$ cat config.mk
export PLATFORM = sky130hd
export DESIGN_NAME = wb_master_lsu
export DESIGN_NICKNAME = d
export VERILOG_FILES = /design/src/rtl/wb_master_lsu.sv
export SDC_FILE = /design/constraint.sdc
export NUM_CORES = 1
export LEC_CHECK = 0
export CORE_ASPECT_RATIO = 1.5
export CORE_UTILIZATION = 42
export DETAILED_ROUTE_END_ITERATION = 7
export GPL_TIMING_DRIVEN = 0
export PLACE_DENSITY = 0.8
export SETUP_SLACK_MARGIN = 0.4
export SYNTH_ARGS = -nofsm -noshare
export SYNTH_HDL_FRONTEND = slang
export SYNTH_SLANG_ARGS = --single-unit
$ cat constraint.sdc
create_clock -name clk_i -period 1.7 [get_ports clk_i]
set_input_delay 0.34 -clock clk_i [delete_from_list [all_inputs] [get_ports clk_i]]
set_output_delay 0.34 -clock clk_i [all_outputs]
set_load 0.05 [all_outputs]
$ cat src/rtl/wb_master_lsu.sv
// -----------------------------------------------------------------------------
// wb_master_lsu
//
// Wishbone classic initiator for the CPU load/store unit. It takes one core
// request at a time and turns it into a single Wishbone bus cycle. Byte-lane
// selects come from size and address. Write data is replicated across lanes.
// Read data is zero- or sign-extended.
//
// Optional build macro:
//   WB_TIMEOUT_EN  - enables a bus-cycle watchdog of TIMEOUT_CYCLES cycles.
//                    When undefined, BUS waits forever and rsp_timeout_o is 0.
//
// Parameters:
//   XLEN            data/address width (lane logic assumes 32)
//   TIMEOUT_CYCLES  watchdog limit, only meaningful with WB_TIMEOUT_EN
//
// Ports:
//   clk_i, rst_i       clock (rising edge), synchronous active-low reset
//   req_valid_i        core request strobe
//   req_ready_o        high when idle and able to accept a request
//   req_we_i           1 = store, 0 = load
//   req_addr_i         byte address
//   req_size_i         00 byte, 01 half, 10 word, 11 illegal
//   req_unsigned_i     zero-extend the load result when set
//   req_wdata_i        right-justified store data
//   rsp_valid_o        one-cycle response pulse
//   rsp_rdata_o        extended load data (0 on store or error)
//   rsp_err_o          bus error, misalignment, illegal size or timeout
//   rsp_timeout_o      response was produced by the watchdog
//   adr_o              word address
//   dat_o / dat_i      write / read data
//   sel_o              byte-lane select
//   we_o, cyc_o, stb_o Wishbone cycle controls
//   ack_i, err_i       slave acknowledge / error
// -----------------------------------------------------------------------------
module wb_master_lsu #(
    parameter int XLEN           = 32,
    parameter int TIMEOUT_CYCLES = 255
) (
    input  logic            clk_i,
    input  logic            rst_i,

    input  logic            req_valid_i,
    output logic            req_ready_o,
    input  logic            req_we_i,
    input  logic [XLEN-1:0] req_addr_i,
    input  logic [1:0]      req_size_i,
    input  logic            req_unsigned_i,
    input  logic [XLEN-1:0] req_wdata_i,

    output logic            rsp_valid_o,
    output logic [XLEN-1:0] rsp_rdata_o,
    output logic            rsp_err_o,
    output logic            rsp_timeout_o,

    output logic [XLEN-3:0] adr_o,
    output logic [XLEN-1:0] dat_o,
    input  logic [XLEN-1:0] dat_i,
    output logic [3:0]      sel_o,
    output logic            we_o,
    output logic            cyc_o,
    output logic            stb_o,
    input  logic            ack_i,
    input  logic            err_i
);

    localparam logic [1:0] SizeByte = 2'b00;
    localparam logic [1:0] SizeHalf = 2'b01;
    localparam logic [1:0] SizeWord = 2'b10;

    typedef enum logic [1:0] {
        IDLE,
        BUS,
        RESP
    } state_t;

    state_t          state_q, state_d;

    logic [XLEN-3:0] adr_d;
    logic [XLEN-1:0] dat_d;
    logic [3:0]      sel_d;
    logic            we_d;
    logic            cyc_d;
    logic            stb_d;
    logic            rsp_valid_d;
    logic [XLEN-1:0] rsp_rdata_d;
    logic            rsp_err_d;
    logic            rsp_timeout_d;

    // Request context kept for the read-data extension on the ack edge.
    logic [1:0]      size_q, size_d;
    logic            unsigned_q, unsigned_d;

    logic            req_illegal;
    logic [3:0]      req_sel;
    logic [XLEN-1:0] req_dat;
    logic [XLEN-1:0] load_data;
    logic            timeout_hit;

    assign req_ready_o = (state_q == IDLE);

    // Sign/zero extension of right-justified sub-word read data.
    function automatic logic [XLEN-1:0] extend_load(
        input logic [1:0]      size,
        input logic            is_unsigned,
        input logic [XLEN-1:0] data
    );
        logic [XLEN-1:0] result;
        case (size)
            SizeByte: result = {{(XLEN-8){~is_unsigned & data[7]}}, data[7:0]};
            SizeHalf: result = {{(XLEN-16){~is_unsigned & data[15]}}, data[15:0]};
            default:  result = data;
        endcase
        return result;
    endfunction

    // Misaligned halves/words and the reserved size never reach the bus.
    always_comb begin
        req_illegal = 1'b0;
        case (req_size_i)
            SizeByte: req_illegal = 1'b0;
            SizeHalf: req_illegal = req_addr_i[0];
            SizeWord: req_illegal = (req_addr_i[1:0] != 2'b00);
            default:  req_illegal = 1'b1;
        endcase
    end

    // Lane selects and replicated write data. Replication lets both
    // lane-positioned and right-justified slaves pick up the store data.
    always_comb begin
        req_sel = 4'b1111;
        req_dat = req_wdata_i;
        case (req_size_i)
            SizeByte: begin
                req_sel = 4'b0001 << req_addr_i[1:0];
                req_dat = {(XLEN/8){req_wdata_i[7:0]}};
            end
            SizeHalf: begin
                req_sel = req_addr_i[1] ? 4'b1100 : 4'b0011;
                req_dat = {(XLEN/16){req_wdata_i[15:0]}};
            end
            default: begin
                req_sel = 4'b1111;
                req_dat = req_wdata_i;
            end
        endcase
    end

    assign load_data = extend_load(size_q, unsigned_q, dat_i);

`ifdef WB_TIMEOUT_EN
    localparam int CntW = (TIMEOUT_CYCLES > 1) ? $clog2(TIMEOUT_CYCLES) : 1;

    logic [CntW-1:0] wdog_q;

    // Counts BUS cycles; it is zero on the first BUS cycle because it is
    // held clear in every other state.
    always_ff @(posedge clk_i) begin
        if (!rst_i) begin
            wdog_q <= '0;
        end else if (state_q != BUS) begin
            wdog_q <= '0;
        end else begin
            wdog_q <= wdog_q + CntW'(1);
        end
    end

    // Expiry on the TIMEOUT_CYCLES-th BUS edge, so cyc_o is high exactly
    // TIMEOUT_CYCLES cycles before dropping.
    assign timeout_hit = (state_q == BUS) && (wdog_q == CntW'(TIMEOUT_CYCLES - 1));
`else
    assign timeout_hit = 1'b0;
`endif

    // Next-state and registered-output logic. Response flags default low so
    // rsp_valid_o is a single-cycle pulse; everything else holds by default.
    always_comb begin
        state_d       = state_q;
        adr_d         = adr_o;
        dat_d         = dat_o;
        sel_d         = sel_o;
        we_d          = we_o;
        cyc_d         = cyc_o;
        stb_d         = stb_o;
        size_d        = size_q;
        unsigned_d    = unsigned_q;
        rsp_rdata_d   = rsp_rdata_o;
        rsp_valid_d   = 1'b0;
        rsp_err_d     = 1'b0;
        rsp_timeout_d = 1'b0;

        case (state_q)
            IDLE: begin
                if (req_valid_i) begin
                    if (req_illegal) begin
                        state_d     = RESP;
                        rsp_valid_d = 1'b1;
                        rsp_err_d   = 1'b1;
                        rsp_rdata_d = '0;
                    end else begin
                        state_d    = BUS;
                        adr_d      = req_addr_i[XLEN-1:2];
                        dat_d      = req_dat;
                        sel_d      = req_sel;
                        we_d       = req_we_i;
                        cyc_d      = 1'b1;
                        stb_d      = 1'b1;
                        size_d     = req_size_i;
                        unsigned_d = req_unsigned_i;
                    end
                end
            end

            BUS: begin
                // err_i beats ack_i; ack_i beats a simultaneous watchdog expiry.
                if (err_i) begin
                    state_d     = RESP;
                    cyc_d       = 1'b0;
                    stb_d       = 1'b0;
                    rsp_valid_d = 1'b1;
                    rsp_err_d   = 1'b1;
                    rsp_rdata_d = '0;
                end else if (ack_i) begin
                    state_d     = RESP;
                    cyc_d       = 1'b0;
                    stb_d       = 1'b0;
                    rsp_valid_d = 1'b1;
                    rsp_rdata_d = we_o ? '0 : load_data;
                end else if (timeout_hit) begin
                    state_d       = RESP;
                    cyc_d         = 1'b0;
                    stb_d         = 1'b0;
                    rsp_valid_d   = 1'b1;
                    rsp_err_d     = 1'b1;
                    rsp_timeout_d = 1'b1;
                    rsp_rdata_d   = '0;
                end
            end

            RESP: begin
                state_d = IDLE;
            end

            default: begin
                state_d = IDLE;
                cyc_d   = 1'b0;
                stb_d   = 1'b0;
            end
        endcase
    end

    // State and output registers. Reset mid-cycle drops cyc_o/stb_o at the
    // reset edge and discards any pending response.
    always_ff @(posedge clk_i) begin
        if (!rst_i) begin
            state_q       <= IDLE;
            adr_o         <= '0;
            dat_o         <= '0;
            sel_o         <= '0;
            we_o          <= 1'b0;
            cyc_o         <= 1'b0;
            stb_o         <= 1'b0;
            size_q        <= '0;
            unsigned_q    <= 1'b0;
            rsp_valid_o   <= 1'b0;
            rsp_rdata_o   <= '0;
            rsp_err_o     <= 1'b0;
            rsp_timeout_o <= 1'b0;
        end else begin
            state_q       <= state_d;
            adr_o         <= adr_d;
            dat_o         <= dat_d;
            sel_o         <= sel_d;
            we_o          <= we_d;
            cyc_o         <= cyc_d;
            stb_o         <= stb_d;
            size_q        <= size_d;
            unsigned_q    <= unsigned_d;
            rsp_valid_o   <= rsp_valid_d;
            rsp_rdata_o   <= rsp_rdata_d;
            rsp_err_o     <= rsp_err_d;
            rsp_timeout_o <= rsp_timeout_d;
        end
    end

endmodule

-- After elaboration in Yosys (flattened, before gate mapping)
Index checks and enable logic that the tools add are counted.
- input port bits: 105
- output and inout bits: 105
- register bits after elaboration: 107
- equal/unequal tests: 9
- shift operators: 1
- mux-type cells: 28
- reductions and logical operators: 9
- bitwise gates (word level): 5
- operators by type and width (operator ; count):
    $pmux W32 S2 ; 3
    $mux W32 ; 5
    $mux W1 ; 9
    $mux W2 ; 4
    $pmux W4 S2 ; 1
    $reduce_and A4 Y1 ; 2
    $eq A2 B1 Y1 const B ; 3
    $logic_not A2 Y1 ; 3
    $pmux W1 S3 ; 2
    $eq A2 B2 Y1 const B ; 2
    $mux W4 ; 1
    $ne A2 B2 Y1 const B ; 2
    $pmux W1 S2 ; 2
    $pmux W2 S2 ; 1
    $reduce_bool A2 Y1 ; 2
    $shl A1 B2 Y4 const A ; 1
    $ne A3 B3 Y1 const B ; 1
    $not A1 Y1 ; 3
    $reduce_and A3 Y1 ; 1
    $and A1 B1 Y1 ; 2
    $ne A2 B1 Y1 const B ; 1
    $reduce_and A2 Y1 ; 1

-- Depth between registers and ports, before layout
Gate-level depths: netlist of the first run.
- word-level depth: 7
- gate-level depth with buffers: 7
- depth with buffers taken out: 4

-- Worst setup path after synthesis of the first run
OpenSTA, ideal clock, no wires.
- kind: reg-to-reg
- start point: register state_q[1]
- end point: register dat_o[23]
- setup time: 0.116 ns
- data required time: 1.584 ns
- path slack: -0.352 ns
- data arrival time: 1.936 ns
- path buffers: 3
- stages on the path, launching flop included: 8
- cell sequence: dfxtp_1 > nor2_1 > o211a_1 > buf_2 > buf_4 > buf_6 > nand2_1 > o211a_1
- longest elaborated chain between the ends: 2
- RTL lines (item ; RTL line ; text):
    start: declaration ; 77 ; state_t state_q, state_d;
    start signal: assignment ; 270 ; state_q <= state_d;
    $logic_not A2 Y1 ; - ;
    via req_ready_o ; 44 ; output logic req_ready_o,
    $reduce_and A3 Y1 (no line) ; - ;
    end signal: assignment ; 272 ; dat_o <= dat_d;
    end: declaration ; 57 ; output logic [XLEN-1:0] dat_o,
The timed path passes the listed nets, and every way through them passes these cells.
A chain may end at the register's enable or synchronous reset.

-- Final worst setup path of the first run
- start point: register state_q[0]
- end point: register rsp_rdata_o[22]
- longest elaborated chain between the ends: 3
- elaborated cells between the ends (all ways): 8
- classes of those cells: eq/ne: 4; mux: 1; reduce/logical: 3
- RTL lines (item ; RTL line ; text):
    $eq A2 B1 Y1 / $logic_not A2 Y1 (equally long branches) ; 192 ; case (state_q)
    $ne A3 B3 Y1 (no line), or another cell as far along ; - ;
    $reduce_and A4 Y1 (no line) ; - ;
    end signal: assignment ; 280 ; rsp_rdata_o <= rsp_rdata_d;
    end: declaration ; 52 ; output logic [XLEN-1:0] rsp_rdata_o,
Parallel ways exist; a longest one is shown, timed or not.

==> results of run 1 <==
cell type report:
type	instances	area share
buffer	58	0.06024
sequential	107	0.2645
multi-input combinational	417	0.3389
tap	147	0.02259
timing repair buffer	243	0.2737
clock buffer	11	0.03104
clock inverter	5	0.007377
antenna	1	0.0003074
inverter	2	0.001383
per-layer routing:
metal,up-vias,GRT usage
met5,-,0
met4,0,0.1772
met3,62,0.05576
met2,286,0.5161
met1,2502,0.2907
li1,2545,-
worst max-delay path: cells and delay by family, from the launching register on:
kind / cells / cell delay (ns)
buffers and inverters: 3 / 0.49
and+or+nand+nor: 2 / 0.36
AOI/OAI and AO/OA: 1 / 0.23
DFF: 1 / 0.38
report_power, final:
group	switching (uW)	total (uW)	internal, uW
Sequential	68.7	2690	2620
Clock	951	2180	1230
Combinational	1080	1870	797
registers in the layout, indices dropped and copies added, names as in the netlist:
| register | flops |
|---|---|
| unsigned_q | 1 |
| dat_o | 32 |
| sel_o | 4 |
| size_q | 2 |
| rsp_valid_o | 1 |
| stb_o | 1 |
| rsp_rdata_o | 32 |
| state_q | 2 |
| rsp_err_o | 1 |
| we_o | 1 |
| adr_o | 30 |
repair_timing:
item,in CTS,in global routing
setup buffers,19,5
setup endpoints to repair,211,168
gates resized for setup,666,197
gates cloned,8,5
pin swaps,23,67
cell usage in the layout (no fill, tap or decap), types with 3 or more instances in the layout:
cell type	n
buf_6	32
nand3_1	4
clkbuf_4	48
mux2i_1	16
a21boi_2	9
o21ai_2	30
dfxtp_2	3
clkbuf_2	9
clkbuf_16	13
clkdlybuf4s50_1	95
o21ai_1	14
nand2_2	14
clkbuf_1	12
o211a_1	19
buf_8	11
dfxtp_1	102
dlygate4sd2_1	4
nand4_1	32
a21boi_1	64
clkbuf_8	3
nor2_1	5
nand2_1	132
buf_2	20
a21boi_0	10
nand2_4	4
nand3_2	4
buf_4	59
o21ai_0	29
stage by stage:
stage                     power, uW  setup TNS, ns  utilization  worst slack, ns
after floorplan                3654              0            -           0.2162
after global placement         4274         -38.96       0.6458          -0.4527
after detailed placement       4306         -43.24       0.6458          -0.5073
after CTS                      6551              0       0.6792           0.2194
after global routing           6982              0       0.7325           0.1337
final                          6741              0       0.7325           0.1491
logic make-up (layout without fill, tap and decap cells):
kind of cell	count (synthesis)	after routing	synth area share
mux	17	17	0.03531
buf+inv	60	319	0.05919
flops	107	107	0.4444
other cells	1	2	0.0007781
simple gates	214	214	0.2017
compound gates	184	185	0.2586
worst paths after layout:
kind,endpoint,slack (ns),depth (start not counted)
worst min register to register,dat_o[3]$_SDFFE_PN0P_,0.45,2
worst max-delay path,rsp_rdata_o[22]$_SDFFE_PN0P_,0.15,6
worst min-delay path,dat_o[3]$_SDFFE_PN0P_,0.45,2
worst max register to register,rsp_rdata_o[22]$_SDFFE_PN0P_,0.15,6
==> impl_metrics.env, run 1 <==
export IMPL_ys_ff_latch=107
export IMPL_worst_endpoint_required_ns=1.95
export IMPL_cts_hold_buf=0
export IMPL_ant_nets=0
export IMPL_clock_sinks=107
export IMPL_antenna_found_initial=1
export IMPL_grtUsageTotal=0.2856
export IMPL_cts_tree="done"
export IMPL_maxSlewViolCount=0
export IMPL_yosysWarnings=0
export IMPL_hold_violations=0
export IMPL_fmax_ghz=0.6448
export IMPL_remaining_drc_errors=0
export IMPL_cts_buffers=9
export IMPL_highest_layer="met4"
export IMPL_start_util=0.4336
export IMPL_maxSlewHeadroom=0.6485
export IMPL_routed_wl_mm=17.69
export IMPL_area_growth_pct=68.93
export IMPL_met1_length_mm=6.088
export IMPL_worstSetupStartpoint="state_q[0]$_SDFFE_PN0P_"
export IMPL_place_hpwl_mm=12.09
export IMPL_viasPerCell=5.444
export IMPL_grt_max_degree=18
export IMPL_clkTransAtPathRegs_ns=0.07
export IMPL_cpPeakStageDelay_ns=0.38
export IMPL_whs_ns=0.4509
export IMPL_syn_area_mm2=0.004820
export IMPL_vias=5395
export IMPL_synth_edf_count=0
export IMPL_post_route_period_util=0.9123
export IMPL_leakagePower_uw=0.003472
export IMPL_outcome="complete, no violations"
export IMPL_hold_start="dat_o[3]$_SDFFE_PN0P_"
export IMPL_min_period_ns=1.551
export IMPL_synth_top_area_frac=0.4444
export IMPL_ir_drop_mv=0.6914
export IMPL_syn_area_per_cell_um2=8.267
export IMPL_root_buffer="clkbuf_16"
export IMPL_clk_latency_ns=0.35
export IMPL_skew_ns=0.008879
export IMPL_yosysMostFrequentCell="nand2_1"
export IMPL_worst_pin_slew_ns=0.5232
export IMPL_synth_top_area_cell="dfxtp_1"
export IMPL_cp_max_fo=6
export IMPL_ys_types=35
export IMPL_wl_met3_mm=1.392
export IMPL_wl_met2_mm=9.415
export IMPL_hp_class="reg -> reg"
export IMPL_die_w_um=89.47
export IMPL_grt_ovfl_total=0
export IMPL_synthesis_nets=688
export IMPL_grt_pass1_vias=5429
export IMPL_multi_input_comb_area_mm2=0.002759
export IMPL_r2r_start="state_q[0]$_SDFFE_PN0P_"
export IMPL_worstSetupPathType="reg -> reg"
export IMPL_seq_area_frac_synth=0.4444
export IMPL_pin_count=210
export IMPL_clockBufferDepth=2
export IMPL_dr_pass1_iters=5
export IMPL_synth_area_leaders="dfxtp_1 44%, nand2_1 12%, a21boi_0 10%"
export IMPL_placed_cell_area_mm2=0.007178
export IMPL_grt_pass1_wl_mm=26.08
export IMPL_cp_end_kind="flop"
export IMPL_fin_nets=943
export IMPL_p_per_area_mw_per_mm2=828.0
export IMPL_fin_cells=991
export IMPL_globalplace_congestion=0.9475
export IMPL_io_buffers=207
export IMPL_cts_htree_levels=3
export IMPL_die_area_mm2=0.01192
export IMPL_drive_above_1_share=0.3452
export IMPL_synth_flop_cell="dfxtp_1"
export IMPL_start_kind="flop"
export IMPL_seq_area_mm2=0.002153
export IMPL_slowest_stage="dfxtp_4"
export IMPL_core_area_mm2=0.01111
export IMPL_worstPathArrival_ns=1.80
export IMPL_synthArstFlopShare=0
export IMPL_setup_viol=0
export IMPL_rows=47
export IMPL_place_inst=937
export IMPL_rsz0062_at_grt="yes"
export IMPL_synthCells=583
export IMPL_fp_dieH_um=133.2
export IMPL_final_cell_area_mm2=0.008142
export IMPL_fill_cells=836
export IMPL_first_iter_violations=218
export IMPL_maxCapViolCount=0
export IMPL_synthTopCellsByCount="150 x nand2_1, 107 x dfxtp_1, 73 x o21ai_0"
export IMPL_wl_per_cell_um=17.85
export IMPL_cp_cell_sequence="clkinvlp_4 -> nor4_4 -> buf_6 -> buf_8 -> nand4_1 -> a21boi_1"
Power figures use the tool's default switching activity.
==> inputs of run 2 (changes only) <==
Settings changed: ABC_AREA set to 1, PLACE_DENSITY 0.8 to 0.81.
==> impl_metrics.env, run 2 <==
export IMPL_remaining_drc_errors=0
export IMPL_syn_area_per_cell_um2=6.670
export IMPL_p_sw_uw=2355
export IMPL_cp_end_kind="output pin"
export IMPL_grt_ovfl_total=0
export IMPL_synth_top_area_cell="dfxtp_1"
export IMPL_worstSetupStartpoint="state_q[1]$_SDFFE_PN0P_"
export IMPL_multi_input_comb_area_mm2=0.002511
export IMPL_p_per_area_mw_per_mm2=887.0
export IMPL_synthAdderAreaFrac=0
export IMPL_area_growth_pct=69.04
export IMPL_cts_buffers=9
export IMPL_synthesis_nets=794
export IMPL_final_common_cell="nand2_1"
export IMPL_yosysWarnings=0
export IMPL_rsz0062_at_grt="yes"
export IMPL_critPathBufInv=2
export IMPL_synthArstFlopShare=0
export IMPL_synth_top_family_by_area="simple AND/OR/NAND/NOR gates"
export IMPL_ant_nets=0
export IMPL_place_hpwl_mm=10.72
export IMPL_post_route_period_util=0.8687
export IMPL_fin_nets=1042
export IMPL_fill_cells=885
export IMPL_hold_start="rst_i"
export IMPL_ys_ff_latch=107
export IMPL_synth_mux_area_frac=0
export IMPL_leakagePower_uw=0.003471
export IMPL_grt_pass1_vias=4892
export IMPL_p_seq_frac=0.400
export IMPL_hp_class="in -> reg"
export IMPL_clock_sinks=107
export IMPL_vias=5348
export IMPL_die_w_um=87.41
export IMPL_cp_max_fo=3
export IMPL_rows=46
export IMPL_maxCapViolCount=0
export IMPL_globalplace_congestion=0.8275
export IMPL_hold_violations=0
export IMPL_synth_top_area_frac=0.4661
export IMPL_worst_pin_slew_ns=0.6689
export IMPL_seq_area_mm2=0.002152
export IMPL_dr_pass1_iters=5
export IMPL_pwr_share_comb=0.312
export IMPL_worst_endpoint_required_ns=1.36
export IMPL_cts_htree_levels=3
export IMPL_grt_max_degree=18
export IMPL_synth_compound_area_frac=0.1299
export IMPL_syn_area_mm2=0.004596
export IMPL_setup_ws_ns=0.2231
export IMPL_cts_tree="done"
export IMPL_worstPathArrival_ns=1.14
export IMPL_slowest_stage="dfxtp_4"
export IMPL_synth_area_leaders="dfxtp_1 47%, nand2_1 23%, a21oi_1 9.9%"
export IMPL_outcome="complete, no violations"
export IMPL_skew_ns=0.003715
export IMPL_drive_above_1_share=0.3036
export IMPL_reg_top3="dat_o (32), rsp_rdata_o (32), adr_o (30)"
export IMPL_setup_viol=0
export IMPL_maxSlewHeadroom=0.5540
export IMPL_fmax_ghz=0.6771
export IMPL_p_clk_frac=0.288
export IMPL_antenna_found_initial=1
export IMPL_grtUsageTotal=0.2667
export IMPL_cts_hold_buf=0
export IMPL_netSwitchingFraction=0.3418
export IMPL_wl_per_cell_um=14.84
export IMPL_routed_wl_mm=16.14
export IMPL_start_kind="flop"
export IMPL_seq_area_frac_synth=0.4661
export IMPL_cp_cell_sequence="buf_4 -> nor2_2 -> buf_6"
export IMPL_min_period_ns=1.477
export IMPL_synth_xor_area_frac=0
export IMPL_total_power_uw=6891
export IMPL_synth_edf_count=0
export IMPL_start_util=0.4340
export IMPL_root_buffer="clkbuf_16"
export IMPL_layout_common_cells="249 x nand2_1, 103 x dfxtp_1, 97 x clkdlybuf4s50_1, 78 x nor2_1, 65 x clkbuf_4"
export IMPL_clockBufferDepth=2
export IMPL_ir_drop_mv=0.5050
export IMPL_r2r_start="state_q[1]$_SDFFE_PN0P_"
export IMPL_yosysMostFrequentCell="nand2_1"
export IMPL_ys_types=20
export IMPL_io_buffers=207
export IMPL_synthCells=689
export IMPL_grt_pass1_wl_mm=23.45
export IMPL_die_area_mm2=0.01137
export IMPL_place_ws_ns=-0.3240
export IMPL_clk_latency_ns=0.34
export IMPL_first_iter_violations=216
export IMPL_synthSimpleGateAreaFrac=0.3183
export IMPL_worstSetupPathType="reg -> out"
export IMPL_viasPerCell=4.920
export IMPL_path_delay_family="flip-flops"
export IMPL_synthTopCellsByCount="284 x nand2_1, 107 x dfxtp_1, 91 x a21oi_1"
export IMPL_synth_flop_cell="dfxtp_1"
export IMPL_cpPeakStageDelay_ns=0.36
export IMPL_fp_dieH_um=130.1
export IMPL_internal_power_uw=4536
export IMPL_core_area_mm2=0.01059
export IMPL_clkTransAtPathRegs_ns=0.07
export IMPL_maxSlewViolCount=0
export IMPL_pin_count=210
run 2: cell count changes in the layout (fill, tap and decap cells not counted), sizes merged, moves of 5 or more:
| cell | delta |
|---|---|
| nand2 | +135 |
| a21oi | +86 |
| nor2 | +85 |
| a21boi | -83 |
| o21ai | -57 |
| inv | +35 |
| nand4 | -32 |
| buf | -25 |
| o211a | -19 |
| mux2i | -17 |
| o211ai | +5 |
run 2: power groups by stage:
stage	registers (uW)	clock network, uW	logic (uW)
2_1_floorplan	3350	0	588
3_3_place_gp	2810	0	1850
3_5_place_dp	2810	0	1860
4_1_cts	2750	2010	1930
5_1_grt	2770	2130	2280
6_report	2760	1990	2150
run 2: per-layer routing:
layer,part of all wire,track usage
met3,0.067,0.05946
met2,0.55,0.4945
met5,0,0
met4,0.034,0.1311
met1,0.35,0.2791
run 2: through the flow:
| step | std cells | area [um2] | hold WS [ns] | util | TNS [ns] |
|---|---|---|---|---|---|
| finish | 1087 | 7769 | 0.3994 | 0.7336 | 0 |
| global route | 1087 | 7769 | 0.4188 | 0.7336 | 0 |
| CTS | 1081 | 7176 | 0.3749 | 0.6776 | 0 |
| detailed placement | 1040 | 6857 | 0.4541 | 0.6474 | -27.83 |
| global placement | 1040 | 6857 | 0.4510 | 0.6474 | -27.35 |
| floorplan | 689 | 4604 | 0.4580 | - | 0 |
run 2: path summary, 6_finish.rpt:
path                                        to  slack, ns  depth (start not counted)
setup / recovery                   req_ready_o       0.22                          3
hold / removal    rsp_rdata_o[23]$_SDFFE_PN0P_       0.40                          3
setup reg to reg  rsp_rdata_o[21]$_SDFFE_PN0P_       0.23                          9
hold reg to reg          dat_o[9]$_SDFFE_PN0P_       0.46                          2
run 2: what timing repair did:
item / CTS / global route
pin swaps: 18 / 52
endpoints found under the setup margin: 210 / 174
gates resized for setup: 641 / 177
gates cloned: 6 / 1
buffers inserted: 19 / 4
run 2: worst register-to-register path, delay by kind of cell, from the launching register on:
family                 cells  cell delay (ns)
buffers and inverters      3             0.42
AOI/OAI and AO/OA          2             0.20
DFF                        1             0.36
and+or+nand+nor            4             0.38
run 2: layout make-up:
| type | instances | share of cell area |
|---|---|---|
| buffer | 44 | 0.04896 |
| timing repair buffer | 237 | 0.2717 |
| sequential | 107 | 0.2770 |
| tap | 144 | 0.02319 |
| antenna | 1 | 0.0003221 |
| multi-input combinational | 500 | 0.3232 |
| clock buffer | 11 | 0.03124 |
| clock inverter | 5 | 0.004993 |
| inverter | 38 | 0.01933 |
run 2: cells by family (layout without fill, tap and decap cells):
group | after synthesis | count (layout)
flip-flops | 107 | 107
other | 1 | 2
AND/OR/NAND/NOR | 384 | 384
AO/OA/AOI/OAI | 115 | 115
buffers and inverters | 82 | 335
==> inputs of run 3 (changes only) <==
Settings changed: CORE_UTILIZATION 42 to 35, GPL_TIMING_DRIVEN 0 to unset, PLACE_DENSITY 0.81 to 0.69.
==> impl_metrics.env, run 3 (same netlist as run 2, synthesis figures left out) <==
export IMPL_setup_viol=0
export IMPL_maxCapViolCount=0
export IMPL_rsz0062_at_grt="yes"
export IMPL_start_util=0.3637
export IMPL_final_common_cell="nand2_1"
export IMPL_clkTransAtPathRegs_ns=0.07
export IMPL_hp_class="in -> reg"
export IMPL_first_iter_violations=120
export IMPL_critPathBufInv=2
export IMPL_maxSlewViolCount=0
export IMPL_p_per_area_mw_per_mm2=843.3
export IMPL_hold_violations=0
export IMPL_final_util=0.6714
export IMPL_globalplace_congestion=0.7898
export IMPL_layout_common_cells="192 x nand2_1, 117 x buf_4, 100 x dfxtp_1, 98 x clkdlybuf4s50_1, 87 x nor2_1"
export IMPL_routed_wl_mm=16.61
export IMPL_cp_max_fo=2
export IMPL_place_hpwl_mm=9.923
export IMPL_antenna_found_initial=0
export IMPL_grt_ovfl_total=0
export IMPL_post_route_period_util=0.8323
export IMPL_remaining_drc_errors=0
export IMPL_path_delay_family="flip-flops"
export IMPL_io_buffers=208
export IMPL_grt_pass1_vias=4681
export IMPL_area_growth_pct=84.62
export IMPL_cts_htree_levels=3
export IMPL_total_power_uw=7155
export IMPL_grt_max_degree=43
export IMPL_fin_tns_setup_ns=0
export IMPL_worst_endpoint_required_ns=1.36
export IMPL_fin_nets=1033
export IMPL_die_w_um=95.56
export IMPL_worstSetupPathType="reg -> out"
export IMPL_dr_pass1_iters=6
export IMPL_viasPerCell=4.841
export IMPL_fin_cells=1089
export IMPL_place_inst=1036
export IMPL_grtUsageTotal=0.2166
export IMPL_worstPathArrival_ns=1.07
export IMPL_slowest_stage="dfxtp_4"
export IMPL_clock_sinks=107
export IMPL_cts_buffers=9
export IMPL_rrSetupSlack_ns=0.29
export IMPL_pin_count=210
export IMPL_die_area_mm2=0.01360
export IMPL_core_area_mm2=0.01264
export IMPL_cp_end_kind="output pin"
export IMPL_grt_pass1_wl_mm=22.74
export IMPL_root_buffer="clkbuf_16"
export IMPL_cp_cell_sequence="buf_6 -> nor2_4 -> buf_12"
export IMPL_diodes=0
export IMPL_drive_above_1_share=0.3869
export IMPL_ant_nets=0
export IMPL_skew_ns=0.01093
export IMPL_clockBufferDepth=2
export IMPL_clk_latency_ns=0.35
export IMPL_min_period_ns=1.415
export IMPL_reg_top3="dat_o (32), rsp_rdata_o (32), adr_o (30)"
export IMPL_vias=5272
export IMPL_leakagePower_uw=0.003786
export IMPL_fmax_ghz=0.7068
export IMPL_outcome="complete, no violations"
export IMPL_cts_tree="done"
export IMPL_wl_per_cell_um=15.25
export IMPL_fp_dieH_um=142.3
export IMPL_rows=50
export IMPL_whs_ns=0.4660
export IMPL_cpPeakStageDelay_ns=0.36
export IMPL_start_kind="flop"
export IMPL_ir_drop_mv=0.4910
-- run 3: cell types whose count changed in the layout (fill, tap and decap cells not counted), sizes merged --
cell,change
buf,+64
clkbuf,-74
clkdlybuf4s15,+1
clkdlybuf4s50,+1
clkinvlp,+1
diode,-1
dlygate4sd2,-2
-- run 3: stage by stage --
stage          cell area, um2  setup slack [ns]
2_1_floorplan            4604            0.3976
3_3_place_gp             6719           -0.1874
3_5_place_dp             6719           -0.2247
4_1_cts                  7574            0.2874
5_1_grt                  8484            0.2211
6_report                 8484            0.2851
-- run 3: timing repair --
action | CTS | global route
pin swaps | 17 | 49
cloned | 8 | 6
buffers inserted | 18 | 5
endpoints found under the setup margin | 108 | 113
hold buffers | 0 | 0
endpoints found under the hold margin | 0 | 0
resized for setup | 78 | 207
-- run 3: final timing paths --
check / cells after the start / from / to
setup / recovery: 3 / state_q[1]$_SDFFE_PN0P_ / req_ready_o
hold / removal: 3 / err_i / rsp_err_o$_SDFF_PN0_
setup reg to reg: 10 / state_q[1]$_SDFFE_PN0P_ / rsp_rdata_o[18]$_SDFFE_PN0P_
hold reg to reg: 2 / adr_o[4]$_SDFFE_PN0P_ / adr_o[4]$_SDFFE_PN0P_
-- run 3: area by class of cell --
| class | instances | area, um2 |
|---|---|---|
| Inverter | 38 | 153.9 |
| Clock inverter | 6 | 50.05 |
| Timing Repair Buffer | 272 | 2853 |
| Fill cell | 1047 | 4153 |
| Sequential cell | 107 | 2156 |
| Clock buffer | 10 | 229.0 |
| Tap cell | 156 | 195.2 |
| Multi-Input combinational cell | 500 | 2848 |
-- run 3: power by group --
group          leakage, uW  switching (uW)  internal [uW]
registers         0.000878             114           2670
clock network     0.000135            1000           1010
logic              0.00277            1370            982
total              0.00379            2490           4670
-- run 3: routing by layer --
metal	wire, um	vias up	GRT usage	part of all wire
met5	0	-	0	0
met4	339	0	0.06520	0.020
met3	1023	27	0.05769	0.062
met2	9059	177	0.4008	0.55
met1	6187	2445	0.2347	0.37
li1	-	2623	-	-
-- run 3: worst min-delay path, stage by stage --
cell and delay (ns):
dlygate4sd2_1 0.28, nand2_1 0.08, a21oi_1 0.06
